<file path="src/rtl/div_ctrl_pkg.sv">
// div_ctrl_pkg -- shared types and default widths for the div_ctrl block.
//
// Contents:
//   CNT_W_DEF   default width of the divisor and cycle counter
//   TICK_W_DEF  default width of the tick target and tick counter
//   state_t     controller state encoding (IDLE, RUN, DONE)
package div_ctrl_pkg;

    localparam int CNT_W_DEF  = 16;
    localparam int TICK_W_DEF = 8;

    typedef enum logic [1:0] {
        IDLE = 2'd0,
        RUN  = 2'd1,
        DONE = 2'd2
    } state_t;

endpackage

</file>
<file path="src/rtl/div_ctrl_cnt.sv">
// div_ctrl_cnt -- free-running cycle counter with terminal-count decode.
//
// The counter advances while en is high and wraps to zero on the cycle it
// reaches div-1. wrap is a combinational decode of the current count, so the
// terminal cycle is flagged with no added latency.
//
// Ports:
//   clk   rising-edge clock
//   rst   synchronous active-high reset, clears the count
//   clr   synchronous clear (takes priority over en)
//   en    count enable
//   div   period in cycles; must be non-zero (caller guarantees >= 1)
//   wrap  high on the cycle the count equals div-1 while en is high
import div_ctrl_pkg::*;

module div_ctrl_cnt #(
    parameter int W = CNT_W_DEF
) (
    input  logic         clk,
    input  logic         rst,
    input  logic         clr,
    input  logic         en,
    input  logic [W-1:0] div,
    output logic         wrap
);

    logic [W-1:0] cnt_q;

    // div is never zero, so div-1 cannot underflow.
    assign wrap = en && (cnt_q == div - W'(1));

    always_ff @(posedge clk) begin
        if (rst) begin
            cnt_q <= '0;
        end else if (clr) begin
            cnt_q <= '0;
        end else if (en) begin
            cnt_q <= wrap ? '0 : cnt_q + W'(1);
        end
    end

endmodule

</file>
<file path="src/rtl/div_ctrl.sv">
// div_ctrl -- programmable tick generator with one-shot and periodic modes.
//
// A configuration (divisor, tick target, mode) is accepted while IDLE. start
// launches a run: a one-cycle tick is issued every div_q cycles. In one-shot
// mode the run ends after ticks_q ticks with a one-cycle done pulse; in
// periodic mode it runs until stop. stop aborts a run without done.
//
// Optional feature: define DIV_CTRL_IRQ_EN to add a sticky completion
// interrupt (irq, cleared by irq_clr).
//
// Ports:
//   clk           rising-edge clock
//   rst           synchronous active-high reset
//   cfg_valid     configuration offered
//   cfg_ready     configuration accepted (high only in IDLE)
//   cfg_div       cycles per tick (0 treated as 1)
//   cfg_ticks     one-shot tick target (0 treated as 1)
//   cfg_periodic  1 = periodic, 0 = one-shot
//   start, stop   run / abort commands
//   irq_clr, irq  interrupt clear / sticky done flag (DIV_CTRL_IRQ_EN only)
//   tick          one-cycle pulse per divisor period
//   tick_cnt      ticks issued since the last start
//   busy          high while running
//   done          one-cycle completion pulse
import div_ctrl_pkg::*;

module div_ctrl #(
    parameter int CNT_W  = CNT_W_DEF,
    parameter int TICK_W = TICK_W_DEF
) (
    input  logic              clk,
    input  logic              rst,
    input  logic              cfg_valid,
    output logic              cfg_ready,
    input  logic [CNT_W-1:0]  cfg_div,
    input  logic [TICK_W-1:0] cfg_ticks,
    input  logic              cfg_periodic,
    input  logic              start,
    input  logic              stop,
`ifdef DIV_CTRL_IRQ_EN
    input  logic              irq_clr,
    output logic              irq,
`endif
    output logic              tick,
    output logic [TICK_W-1:0] tick_cnt,
    output logic              busy,
    output logic              done
);

    state_t state, state_nxt;

    logic [CNT_W-1:0]  div_q;
    logic [TICK_W-1:0] ticks_q;
    logic              periodic_q;
    logic [TICK_W-1:0] tick_cnt_q;

    logic cfg_hs;
    logic launch;
    logic wrap;
    logic terminal;

    assign cfg_hs = cfg_valid && (state == IDLE);
    assign launch = start && (state == IDLE);

    // A one-shot run ends on the tick that brings tick_cnt up to the target.
    assign terminal = wrap && !periodic_q && ((tick_cnt_q + TICK_W'(1)) == ticks_q);

    // ------------------------------------------------------------------
    // Cycle counter. Cleared on the launch edge so RUN cycle 1 sees zero;
    // the first tick therefore lands on RUN cycle div_q.
    // ------------------------------------------------------------------
    div_ctrl_cnt #(
        .W (CNT_W)
    ) u_cnt (
        .clk  (clk),
        .rst  (rst),
        .clr  (launch),
        .en   (state == RUN),
        .div  (div_q),
        .wrap (wrap)
    );

    // ------------------------------------------------------------------
    // Configuration registers. A handshake coinciding with start lands on
    // the same edge that enters RUN, so the new values govern that run.
    // ------------------------------------------------------------------
    always_ff @(posedge clk) begin
        if (rst) begin
            div_q      <= CNT_W'(1);
            ticks_q    <= TICK_W'(1);
            periodic_q <= 1'b0;
        end else if (cfg_hs) begin
            div_q      <= (cfg_div == '0)   ? CNT_W'(1)  : cfg_div;
            ticks_q    <= (cfg_ticks == '0) ? TICK_W'(1) : cfg_ticks;
            periodic_q <= cfg_periodic;
        end
    end

    // ------------------------------------------------------------------
    // Tick counter: cleared on launch, wraps naturally in periodic mode,
    // and holds through stop, DONE and IDLE.
    // ------------------------------------------------------------------
    always_ff @(posedge clk) begin
        if (rst) begin
            tick_cnt_q <= '0;
        end else if (launch) begin
            tick_cnt_q <= '0;
        end else if (wrap) begin
            tick_cnt_q <= tick_cnt_q + TICK_W'(1);
        end
    end

    assign tick_cnt = tick_cnt_q;

    // ------------------------------------------------------------------
    // FSM: state register
    // ------------------------------------------------------------------
    always_ff @(posedge clk) begin
        if (rst) begin
            state <= IDLE;
        end else begin
            state <= state_nxt;
        end
    end

    // ------------------------------------------------------------------
    // FSM: next state. stop outranks a simultaneous terminal tick.
    // ------------------------------------------------------------------
    always_comb begin
        state_nxt = state;
        unique case (state)
            IDLE: if (start) state_nxt = RUN;
            RUN: begin
                if (stop)          state_nxt = IDLE;
                else if (terminal) state_nxt = DONE;
            end
            DONE:    state_nxt = IDLE;
            default: state_nxt = IDLE;
        endcase
    end

    // ------------------------------------------------------------------
    // FSM: outputs. tick is the counter's terminal decode, which is only
    // enabled in RUN, so it cannot fire elsewhere.
    // ------------------------------------------------------------------
    always_comb begin
        cfg_ready = (state == IDLE);
        busy      = (state == RUN);
        done      = (state == DONE);
        tick      = wrap;
    end

`ifdef DIV_CTRL_IRQ_EN
    // Sticky completion flag; a set in the same cycle as a clear wins.
    always_ff @(posedge clk) begin
        if (rst) begin
            irq <= 1'b0;
        end else if (done) begin
            irq <= 1'b1;
        end else if (irq_clr) begin
            irq <= 1'b0;
        end
    end
`endif

endmodule

</file>
<file path="config.mk">
export PLATFORM = sky130hd
export DESIGN_NAME = div_ctrl
export DESIGN_NICKNAME = d
export VERILOG_FILES = /design/src/rtl/div_ctrl_pkg.sv /design/src/rtl/div_ctrl_cnt.sv /design/src/rtl/div_ctrl.sv
export SDC_FILE = /design/constraint.sdc
export NUM_CORES = 1
export LEC_CHECK = 0
export CAP_MARGIN = 0
export CORE_ASPECT_RATIO = 1.2
export CORE_MARGIN = 10
export CORE_UTILIZATION = 58
export DETAILED_ROUTE_END_ITERATION = 10
export PLACE_DENSITY_LB_ADDON = 0.3
export SLEW_MARGIN = 25
export SYNTH_ARGS = -nofsm -noshare
export SYNTH_HDL_FRONTEND = slang
export SYNTH_SLANG_ARGS = --single-unit
</file>
<file path="constraint.sdc">
create_clock -name clk -period 6.2 [get_ports clk]
set_input_delay 1.24 -clock clk [delete_from_list [all_inputs] [get_ports clk]]
set_output_delay 1.24 -clock clk [all_outputs]
set_load 0.01 [all_outputs]
</file>
Yosys cells after proc, flatten, opt, wreduce, memory -nomap -nowiden:

Cells that the tools add are included.

* output and inout bits: 12
* bits in registers: 51
* input bits: 30

* muxes and demuxes: 7
* equality and inequality tests: 6
* reductions and logical operators: 11
* $add $sub $neg: 3

Operator list (count)
* 2-to-1 mux 16 bit: 2
* adder 16 x 1 -> 16 bit (second input constant): 1
* == test 16 bit: 1
* logical NOT 16 bit: 1
* subtractor 16 x 1 -> 16 bit (second input constant): 1
* adder 8 x 1 -> 8 bit (second input constant): 1
* == test 8 bit: 1
* logical NOT 8 bit: 1
* 2-to-1 mux 8 bit: 1
* 2-to-1 mux 2 bit: 3
* logical AND 1 bit: 5
* case mux 2 bit (2 select lines): 1
* inequality test 3 bit (second input constant): 1
* == test 2 x 1 -> 1 bit (second input constant): 1
* == test 2 bit (second input constant): 1
* logical NOT 2 bit: 1
* inequality test 2 x 1 -> 1 bit (second input constant): 1
* AND reduction 2 bit: 1
* OR reduction 2 bit: 1
* logical NOT 1 bit: 1

Depth between registers and ports, before layout:

* depth in word-level cells: 8
* mapped depth: 10
* gate-level depth less buffers: 9

Cells and area by module:

A second synthesis with hierarchy kept.

* cell total of the unflattened synthesis: 353
* area, all modules: 2836.5 sq um

Modules (own cells, without submodules)
* div_ctrl: area each 1604.0 sq um, instances 1, cells each 201, sequential area each 700.7 sq um
* div_ctrl_cnt: area each 1232.4 sq um, instances 1, cells each 152, sequential area each 320.3 sq um

Least setup slack after synthesis:

No wires, ideal clock.

* path type: register -> output
* start: register div_q[0]
* end: output tick
* data arrival time: 2690 ps
* required time: 4960 ps
* stages on the path, launching flop included: 9
* buffers on the path: 1
* path slack: 2270 ps
* cells stage by stage: dfxtp_1 > inv_1 > ha_1 > or4b_4 > or4_1 > a221o_1 > a2111o_1 > buf_2 > inv_1

* cells in the longest elaborated chain, start to end: 3

Ends and longest elaborated chain
* start, declared: line div_ctrl.sv:52 `logic [CNT_W-1:0] div_q;`
* start signal, assigned: line div_ctrl.sv:93 `div_q <= (cfg_div == '0) ? CNT_W'(1) : cfg_div;`
* subtractor 16 x 1 -> 16 bit: line div_ctrl_cnt.sv:30 `assign wrap = en && (cnt_q == div - W'(1));`
* == test 16 bit: line div_ctrl_cnt.sv:30
* logical AND 1 bit: line div_ctrl_cnt.sv:30
* end, declared: line div_ctrl.sv:44 `output logic tick,`

No other way between the ends.

Worst setup path after layout:

Same ends and word-level chain as after synthesis.

==> flow_summary.rst <==
.. list-table::
   :header-rows: 1

   * - Metric
     - Value
   * - Setup bufs post-CTS
     - 0
   * - Launch point of the worst reg-to-reg path
     - div_q[0]
   * - Final period util
     - 0.786
   * - Post-layout min period
     - 4.87 ns
   * - Gr usage total
     - 0.166
   * - Critical Path Start Type
     - flop
   * - # fillers
     - 386
   * - Die Footprint
     - 7760 um2
   * - Length in cells of the worst reg-to-reg path
     - 8
   * - Transition at the pin with the smallest max-transition slack
     - 0.999 ns
   * - Delay of the slowest critical-path stage
     - 0.63 ns
   * - Required time of the worst setup path
     - 4.96 ns
   * - Highest-count cells in the layout ignoring fill and taps
     - sky130_fd_sc_hd__nand2_1 (61), sky130_fd_sc_hd__dfxtp_1 (51), sky130_fd_sc_hd__clkdlybuf4s50_1 (41)
   * - Minimum hold slack
     - 0.466 ns
   * - Layout-stage area growth over the synthesis result
     - 18.9%
   * - Quantity of hold-fixing buffers added after cts
     - 0
   * - Die Ht
     - 94.5 um
   * - RSZ-0062 raised after global routing
     - no
   * - Post-layout net count
     - 406
   * - DRC
     - 0
   * - Routability congestion estimate from global placement
     - 0.847
   * - Largest net degree at the start of global routing
     - 29
   * - Total of buffers placed on input and output ports
     - 41
   * - Portion of the post-synthesis area used by sequential elements
     - 0.380
   * - Post-synth EDFFs
     - 0
   * - Kind of path behind the tightest hold check
     - reg -> reg
   * - Buffering stage count on the worst path with inverters included
     - 3
   * - Final Routed Wirelength
     - 6350 um
   * - Arrival time at the worst endpoint
     - 3.63 ns
   * - Terminating pin of the worst hold path
     - periodic_q
   * - Synth async-reset ratio
     - 0
   * - Standard cell with the maximum stage delay on the critical path
     - sky130_fd_sc_hd__a2111o_1
   * - Yosys warns
     - 0
   * - Count of final max-slew check failures
     - 0
   * - Slew margin rel.
     - 0.332
   * - Share of cells above drive strength 1
     - 0.0375
   * - Number of clock sinks seen by CTS
     - 51
   * - Max-cap viol count
     - 0
   * - Clock insertion delay at the later pin of the skew report
     - 0.30 ns
   * - Root buf cell
     - sky130_fd_sc_hd__clkbuf_8
   * - CP max FO
     - 19
   * - Number of instances resized during post-cts repair
     - 0
   * - Antenna-violating nets left
     - 0
   * - Share of the synthesized area in the top cell type
     - 0.380
   * - Netlist Area Pre-Place
     - 2680 um2
   * - Post-Synthesis Net Count
     - 374
   * - Cell Rows
     - 27
   * - Leakage power summed over all cells
     - 1.17 nW
   * - Core outline area
     - 4530 um2
   * - Number of CTS-inserted buffers
     - 5
   * - Top cell by count, worst path
     - sky130_fd_sc_hd__inv_1
   * - Vias per inst
     - 5.60
   * - Endpoint type of the worst setup path
     - output pin
   * - Top achievable clock speed
     - 205 MHz
   * - Area contributors post-synth
     - sky130_fd_sc_hd__dfxtp_1 (38%), sky130_fd_sc_hd__xnor2_1 (9.1%), sky130_fd_sc_hd__nand2_1 (8.5%), sky130_fd_sc_hd__a21oi_1 (6.5%), sky130_fd_sc_hd__xor2_1 (6.2%)
   * - Clock skew after layout
     - 0.00862 ns
   * - Max clock buf depth
     - 2
   * - Antenna fix cells
     - 0
   * - Count of mapped cells out of synthesis
     - 341
   * - Clock tree from TritonCTS
     - built
   * - Setup violators final
     - 0
   * - Top cell family by delay on the critical path
     - simple AND/OR/NAND/NOR gates
   * - Initial antenna violation count
     - 0
   * - Synthesized area per cell
     - 7.87 um2
   * - Distinct cell type count after synthesis
     - 41
   * - Number of ports placed on the die boundary
     - 42
   * - Sum of net half-perimeters after detailed placement
     - 4880 um
   * - Global-route wire length before repair
     - 10300 um
   * - Post-synth top flop
     - sky130_fd_sc_hd__dfxtp_1
   * - Number of global-route vias before repair
     - 2384
   * - Crit-path cells
     - inv_1 > ha_1 > or4b_4 > or4_1 > a221o_1 > a2111o_1 > inv_1 > clkdlybuf4s50_1
   * - Outcome
     - finished, final reports clean
   * - Remaining global-route overflow
     - 0
   * - Reg-to-reg slack, setup
     - 2.81 ns
   * - Initial Utilization
     - 0.593
   * - Die boundary width
     - 82.1 um
   * - Avg WL per Cell
     - 14.7 um
   * - Cell Pwr Density
     - 201 nW/um2
   * - Multi-input combinational cell area
     - 1580 um2
   * - H-tree depth reported by CTS
     - 2
   * - Flip-flop and latch count after synthesis
     - 51
   * - Routed via count
     - 2414
   * - Most common cell after layout, fill and taps aside
     - sky130_fd_sc_hd__nand2_1
   * - Number of cells traversed by the worst hold path
     - 2
   * - Count of routing violations after the opening detailed-route iteration
     - 135
   * - Cell taking the most area after synthesis
     - sky130_fd_sc_hd__dfxtp_1
   * - Capture point of the worst reg-to-reg path
     - u_cnt.cnt_q[11]
   * - Detailed Routing Iterations Pass 1
     - 4
   * - Min-Delay Startpoint
     - periodic_q
   * - Classification of the worst setup path
     - reg -> out
   * - Worst VDD drop
     - 146 uV
   * - Setup TNS
     - 0 ns
   * - CTS clock-pin slew for the worst setup and hold paths
     - 0.09 ns
   * - Area used by sequential logic in the layout
     - 1020 um2
   * - Number of hold violations in the final report
     - 0
-- per-stage QoR --
stage | std cells | util | cell area, um2 | power (W) | setup WS (ns)
after floorplan | 341 | - | 2680 | 0.000421 | 2.27
after global placement | 424 | 0.686 | 3100 | 0.000457 | 1.70
after detailed placement | 424 | 0.686 | 3100 | 0.000458 | 1.65
after CTS | 431 | 0.705 | 3190 | 0.000647 | 1.31
after global routing | 431 | 0.705 | 3190 | 0.000668 | 1.16
final | 431 | 0.705 | 3190 | 0.000643 | 1.33
-- cells by family (layout without fill, tap and decap cells) --
| group | count (synthesis) | count (layout) | share of synthesized area |
|---|---|---|---|
| simple gates | 157 | 157 | 0.281 |
| compound gates | 59 | 59 | 0.132 |
| flops | 51 | 51 | 0.380 |
| xor+xnor | 47 | 47 | 0.153 |
| buf+inv | 22 | 54 | 0.0317 |
| fa+ha+maj | 3 | 3 | 0.0140 |
| mux | 2 | 2 | 0.00746 |
-- power by group --
group	switching (W)	leakage (nW)	internal (W)
Clock	0.000104	0.0470	0.0000877
Combinational	0.0000494	0.709	0.0000500
Sequential	0.0000136	0.415	0.000338
-- state kept, by name, indices dropped and copies added, names as in the netlist --
signal / flops
tick_cnt: 8
ticks_q: 8
periodic_q: 1
div_q: 16
u_cnt.cnt_q: 16
state: 2
-- cells in the mapped netlist (7+ instances only) --
master and number:
sky130_fd_sc_hd__a21oi_1 35, sky130_fd_sc_hd__and3_1 7, sky130_fd_sc_hd__clkbuf_1 14, sky130_fd_sc_hd__dfxtp_1 51, sky130_fd_sc_hd__nand2_1 61, sky130_fd_sc_hd__nand3_1 12, sky130_fd_sc_hd__nor2_1 33, sky130_fd_sc_hd__nor3_1 9
sky130_fd_sc_hd__nor4_1 7, sky130_fd_sc_hd__o21ai_0 8, sky130_fd_sc_hd__or3_1 7, sky130_fd_sc_hd__xnor2_1 28, sky130_fd_sc_hd__xor2_1 19
-- worst min-delay path: stages, from the launching register on --
cell	delay (ns)
sky130_fd_sc_hd__dfxtp_1	0.32
sky130_fd_sc_hd__nand2_1	0.05
sky130_fd_sc_hd__a21oi_1	0.05
-- how the worst max path moves through the flow --
| stage | start | end | slack [ns] | cells after the start |
|---|---|---|---|---|
| after floorplan | div_q[0] | tick | 2.27 | 8 |
| after global placement | div_q[0] | tick | 1.70 | 8 |
| after detailed placement | div_q[0] | tick | 1.65 | 8 |
| after CTS | div_q[0] | tick | 1.31 | 8 |
| after global routing | div_q[0] | tick | 1.16 | 8 |
| final | div_q[0] | tick | 1.33 | 8 |
-- cell type report --
type	instances	share of cell area
clock buffer	6	0.0259
clock inverter	1	0.00157
inverter	6	0.00706
multi-input combinational	268	0.494
sequential	51	0.320
tap	58	0.0227
timing repair buffer	41	0.129
-- per-layer routing --
layer	share of wire	GRT usage	wire, um	up-vias
met5	0	0	0	-
met3	0.048	0.0428	304	13
li1	-	-	-	1234
met2	0.51	0.298	3260	56
met1	0.41	0.173	2600	1111
met4	0.028	0.0810	178	0
(Power assumes the default switching activity.)
